[config.mk]
export PLATFORM = sky130hd
export DESIGN_NAME = overlap_sched
export DESIGN_NICKNAME = d
export VERILOG_FILES = /design/src/rtl/overlap_pkg.sv /design/src/rtl/overlap_sched_outreg.sv /design/src/rtl/overlap_sched.sv
export SDC_FILE = /design/constraint.sdc
export NUM_CORES = 1
export LEC_CHECK = 0
export ABC_AREA = 1
export CORE_UTILIZATION = 37
export CTS_CLUSTER_SIZE = 25
export DETAILED_ROUTE_END_ITERATION = 12
export PLACE_DENSITY = 0.76
export SLEW_MARGIN = 20
export SYNTH_ARGS = -nofsm -noshare
export SYNTH_HDL_FRONTEND = slang
export SYNTH_SLANG_ARGS = --single-unit
[constraint.sdc]
create_clock -name clk -period 1.5 [get_ports clk]
set_clock_uncertainty 0.2 [all_clocks]
set_input_delay 0.3 -clock clk [delete_from_list [all_inputs] [get_ports clk]]
set_output_delay 0.3 -clock clk [all_outputs]
set_load 0.05 [all_outputs]
[src/rtl/overlap_pkg.sv]
// Shared FSM encoding, firstSequence bit positions and default sizes for the
// overlap channel scheduler and its bench.
package overlap_pkg;

    typedef enum logic [1:0] {
        ARB   = 2'd0,
        XFER  = 2'd1,
        DRAIN = 2'd2
    } state_e;

    localparam int FS_FIRST = 0;
    localparam int FS_CH    = 1;

    localparam int DEFAULT_DATA_W      = 65;
    localparam int DEFAULT_GRANULE_LEN = 576;

endpackage

[src/rtl/overlap_sched_outreg.sv]
// One-entry valid/ready output register toward overlap: holds sample and tag
// while the consumer stalls, reloads in the same cycle it is drained.
module overlap_sched_outreg
    import overlap_pkg::*;
#(
    parameter int DATA_W = DEFAULT_DATA_W
) (
    input  logic              clk,
    input  logic              reset,
    input  logic              load_i,
    input  logic [DATA_W-1:0] data_i,
    input  logic [1:0]        tag_i,
    input  logic              ready_i,
    output logic              valid_o,
    output logic [DATA_W-1:0] data_o,
    output logic [1:0]        tag_o
);

    logic              valid_q;
    logic [DATA_W-1:0] data_q;
    logic [1:0]        tag_q;

    always_ff @(posedge clk or negedge reset) begin
        if (!reset) begin
            valid_q <= 1'b0;
            data_q  <= '0;
            tag_q   <= '0;
        end else if (load_i) begin
            valid_q <= 1'b1;
            data_q  <= data_i;
            tag_q   <= tag_i;
        end else if (ready_i) begin
            valid_q <= 1'b0;
        end
    end

    assign valid_o = valid_q;
    assign data_o  = data_q;
    assign tag_o   = tag_q;

endmodule

[src/rtl/overlap_sched.sv]
// Two-channel granule scheduler feeding the single overlap datapath.
// Optional statistics counters are built when OVERLAP_SCHED_STATS_EN is defined.
module overlap_sched
    import overlap_pkg::*;
#(
    parameter int DATA_W      = DEFAULT_DATA_W,
    parameter int GRANULE_LEN = DEFAULT_GRANULE_LEN,
    parameter int CNT_W       = $clog2(GRANULE_LEN)
) (
    input  logic              clk,
    input  logic              reset,
    input  logic              ch0_valid,
    output logic              ch0_ready,
    input  logic [DATA_W-1:0] ch0_pcmSample,
    input  logic              ch1_valid,
    output logic              ch1_ready,
    input  logic [DATA_W-1:0] ch1_pcmSample,
    output logic              in_overlap_valid,
    input  logic              in_overlap_ready,
    output logic [DATA_W-1:0] in_overlap_pcmSample,
    output logic [1:0]        in_overlap_firstSequence,
    output logic              grant_ch,
    output logic              busy,
    output logic              granule_done
`ifdef OVERLAP_SCHED_STATS_EN
    ,
    output logic [15:0]       stat_gran_ch0,
    output logic [15:0]       stat_gran_ch1,
    output logic [15:0]       stat_stall
`endif
);

    localparam logic [CNT_W-1:0] LAST_IDX = CNT_W'(GRANULE_LEN - 1);

    state_e            state_q, state_d;
    logic              grant_q, grant_d;
    logic              last_q, last_d;
    logic [CNT_W-1:0]  count_q, count_d;
    logic              busy_q, busy_d;
    logic              done_q, done_d;

    logic              sel_valid;
    logic              slot_free;
    logic              load;
    logic [DATA_W-1:0] sel_data;
    logic [1:0]        tag_in;

    always_ff @(posedge clk or negedge reset) begin
        if (!reset) begin
            state_q <= ARB;
            grant_q <= 1'b0;
            last_q  <= 1'b1;
            count_q <= '0;
            busy_q  <= 1'b0;
            done_q  <= 1'b0;
        end else begin
            state_q <= state_d;
            grant_q <= grant_d;
            last_q  <= last_d;
            count_q <= count_d;
            busy_q  <= busy_d;
            done_q  <= done_d;
        end
    end

    always_comb begin
        state_d   = state_q;
        grant_d   = grant_q;
        last_d    = last_q;
        count_d   = count_q;
        busy_d    = busy_q;
        done_d    = 1'b0;
        load      = 1'b0;
        ch0_ready = 1'b0;
        ch1_ready = 1'b0;
        sel_valid = grant_q ? ch1_valid : ch0_valid;
        slot_free = !in_overlap_valid || in_overlap_ready;
        unique case (state_q)
            ARB: begin
                if (ch0_valid || ch1_valid) begin
                    // Round-robin only matters on contention; a lone requester always wins.
                    grant_d = (ch0_valid && ch1_valid) ? !last_q : ch1_valid;
                    busy_d  = 1'b1;
                    count_d = '0;
                    state_d = XFER;
                end
            end
            XFER: begin
                ch0_ready = !grant_q && slot_free;
                ch1_ready = grant_q && slot_free;
                if (sel_valid && slot_free) begin
                    load    = 1'b1;
                    count_d = count_q + 1'b1;
                    if (count_q == LAST_IDX) begin
                        last_d  = grant_q;
                        state_d = DRAIN;
                    end
                end
            end
            DRAIN: begin
                if (in_overlap_valid && in_overlap_ready) begin
                    done_d  = 1'b1;
                    busy_d  = 1'b0;
                    state_d = ARB;
                end
            end
            default: state_d = ARB;
        endcase
    end

    always_comb begin
        sel_data         = grant_q ? ch1_pcmSample : ch0_pcmSample;
        tag_in           = '0;
        tag_in[FS_CH]    = grant_q;
        tag_in[FS_FIRST] = (count_q == '0);
    end

    overlap_sched_outreg #(
        .DATA_W (DATA_W)
    ) u_outreg (
        .clk     (clk),
        .reset   (reset),
        .load_i  (load),
        .data_i  (sel_data),
        .tag_i   (tag_in),
        .ready_i (in_overlap_ready),
        .valid_o (in_overlap_valid),
        .data_o  (in_overlap_pcmSample),
        .tag_o   (in_overlap_firstSequence)
    );

    assign grant_ch     = grant_q;
    assign busy         = busy_q;
    assign granule_done = done_q;

`ifdef OVERLAP_SCHED_STATS_EN
    function automatic logic [15:0] sat_inc(input logic [15:0] v);
        return (v == 16'hFFFF) ? v : v + 16'd1;
    endfunction

    logic [15:0] gran0_q, gran1_q, stall_q;

    // Counters update on the same edge that raises granule_done, so they are
    // already current while the pulse is visible.
    always_ff @(posedge clk or negedge reset) begin
        if (!reset) begin
            gran0_q <= '0;
            gran1_q <= '0;
            stall_q <= '0;
        end else begin
            if (done_d && !grant_q) gran0_q <= sat_inc(gran0_q);
            if (done_d && grant_q)  gran1_q <= sat_inc(gran1_q);
            if (state_q == XFER && !sel_valid) stall_q <= sat_inc(stall_q);
        end
    end

    assign stat_gran_ch0 = gran0_q;
    assign stat_gran_ch1 = gran1_q;
    assign stat_stall    = stall_q;
`endif

endmodule

==> flow_summary.ini <==
[synthesis]
synth_edf_count = 0
synth_seq_cells = 84
synth_area_leaders = dfrtp_1 49%, nand2_1 15%, o211ai_1 10%
synthesis.nets = 625
synth_cells = 488
async_flop_share = 1.00
yosysWarningCount = 0
synth_top_area_share = 0.493
post_synth.cell_area_avg_um2 = 8.63
synth_cell_types = 27
ys_seq_area_frac = 0.499
yosysMostFrequentCell = nand2_1
synth.top_cells.by_count = 172 x nand2_1, 83 x dfrtp_1, 58 x o211ai_1
ys.flop_type = dfrtp_1
yosysTopAreaCell = dfrtp_1
syn_area_um2 = 4210

[setup_path]
critPathArrivalTime_ns = 1.31
worstReg2RegStart = grant_ch
cp.depth = 5
cpMaxStageDelayCell = dfrtp_1
crit_path_start = state_q[0]
cp_top_family = flip-flops
startpoint_type = flop
crit_type = reg -> out
r2r_slack_ns = -0.28
critPathCaptureType = output pin
path_cells = inv_1 > nor2_4 > inv_2 > nor2_4 > buf_12
crit_end = ch1_ready
crit_top_cell = nor2_4
worst_path_largest_cell_delay_ns = 0.35
rr_worst_depth = 7
r2r_end = u_outreg.data_o[10]
crit_fanout = 3
crit_required_ns = 1.00
cp_num_buf_inv = 3

[cells_and_area]
layout-drive-gt1-share = 0.315
fin_cells = 870
fin_nets = 863
synthToLayoutAreaGrowth_pct = 95.5
fin_util = 0.750
antenna_cells = 0
num-fill-cells = 724

[sta]
setup_slack_ns = -0.309
grt_setup_unrepaired = true
setup_viol = 84
hold_viol_final = 0
relSlewSlack = 0.783
tns_ns = -17.18
period_needed_ns = 1.81
max_freq_ghz = 0.553
report.final.slew_viol_count = 0
timing.final.crit_share = 1.21
worstMarginPinSlew_ns = 0.326

[clocking]
cts.clk_slew.worst_paths_ns = 0.06
numCtsBuffers = 9
clockBufferDepth = 2
cts.sinks = 84
clk_latency_ns = 0.33
htreeDepth = 3
root_buffer = clkbuf_16
cts_tree = yes

[place]
post-place-ws_ns = -0.558
io_buffers = 207
gp_congestion = 0.868
hpwlAfterDp_um = 9760
dp.cells = 832

[pwr]
power-per-cell-area_nw_per_um2 = 2480
p_leak_nw = 3.73
ir_drop_v = 0.00143
total_power_mw = 20.4

[routing]
drc_errors = 0
drt-vias-per-instance = 5.18
wl_um = 15100
avgRoutedWirePerCell_um = 17.3
dr.first_iter.drc_count = 257
dr.pass1.iters = 4
vias = 4504
drtAntennaViolNets = 0

[floorplan]
io_pins = 208
core_um2 = 11000
die_w_um = 109
dieArea_um2 = 11800
start_util = 0.383
die_h_um = 109
rows = 38

[hold_path]
hp-class = in -> async

[global_routing]
grt_pass1_wl_um = 21300
grt_pass1_vias = 4457
grt_max_degree = 41
grt.total_usage = 0.234
antenna_found_initial = 0
grt.overflow.total = 0

[outcome]
violations = setup timing
status = complete, but fails checks

[flow_run]
max_cap_violations = 0
[worst reg2reg max path: cells and delay by family, from the launching register on]
family	cells	cell delay [ns]
AOI/OAI and AO/OA	1	0.16
buffers and inverters	3	0.51
DFF	1	0.47
and+or+nand+nor	3	0.32
[metal layers]
layer | global-route usage | vias to the layer above | part of all wire
li1 | - | 2086 | -
met1 | 0.261 | 2141 | 0.37
met2 | 0.421 | 238 | 0.51
met3 | 0.0592 | 39 | 0.089
met4 | 0.0975 | 0 | 0.035
met5 | 0 | - | 0
[cells by family after synthesis]
family	share of synthesized area
fa+ha+maj	0.00594
simple gates	0.293
flops	0.499
buf+inv	0.0499
xor+xnor	0.00624
compound gates	0.146
[where the power goes]
part / switching, mW / internal (mW)
logic: 6.90 / 6.33
clock network: 0.867 / 1.88
registers: 1.15 / 3.29
total: 8.92 / 11.5
[through the flow]
step                      instance area [µm²]  hold slack [ns]
final                                    8240            0.204
after global routing                     8240            0.237
after CTS                                8000            0.201
after detailed placement                 7400           0.0124
after global placement                   7400          0.00536
after floorplan                          4360           -0.196
[sequential cells by signal (all words and copies together), names as in the netlist]
signal / flops
count_q: 10
u_outreg.valid_o: 1
u_outreg.tag_o: 2
busy: 1
grant_ch: 1
state_q: 2
granule_done: 1
u_outreg.data_o: 65
last_q: 1
[cell usage in the layout, fill, tap and decap left out, types with 2 or more instances in the layout]
cell,instances
nor2_4,5
or2_1,8
clkdlybuf4s50_1,131
o211ai_2,8
o211ai_1,58
or2_2,35
nand2_1,158
nand4_1,2
or2_4,15
clkbuf_8,2
nor3_1,2
dfrtp_1,81
buf_4,23
xor2_1,3
nand3_1,12
nand3_4,2
nand2_2,9
nor2_1,10
bufinv_16,4
buf_12,82
dfrtp_2,2
buf_6,12
o21ai_1,6
inv_2,4
nand2_4,5
inv_1,11
o21ai_0,6
or2_0,7
clkbuf_16,13
[how the worst min path moves through the flow]
| stage | slack (ns) | end | depth (start not counted) |
|---|---|---|---|
| 3_3_place_gp | 0.005 | granule_done | 1 |
| 6_report | 0.20 | granule_done | 2 |
| 4_1_cts | 0.20 | granule_done | 2 |
| 2_1_floorplan | -0.20 | busy | 0 |
| 5_1_grt | 0.24 | grant_ch | 2 |
| 3_5_place_dp | 0.01 | granule_done | 1 |
[cell type report]
type,instances,area (µm²),share of cell area
flip-flops and latches,84,2110,0.256
multi-input cells,357,2060,0.251
clock buffers,11,253,0.0307
clock inverters,4,120,0.0146
inverters,17,78.8,0.00957
repair buffers,257,3440,0.418
well taps,140,175,0.0213
[timing repair]
item                                    CTS  global route
gates resized for setup                  23            37
hold endpoints to repair                 80             0
cloned                                    3             7
buffers inserted                         10             6
pin swaps                                 7            19
endpoints found under the setup margin   83            86
hold buffers                              1             0
No activity file was read; power rests on OpenSTA's default activity.
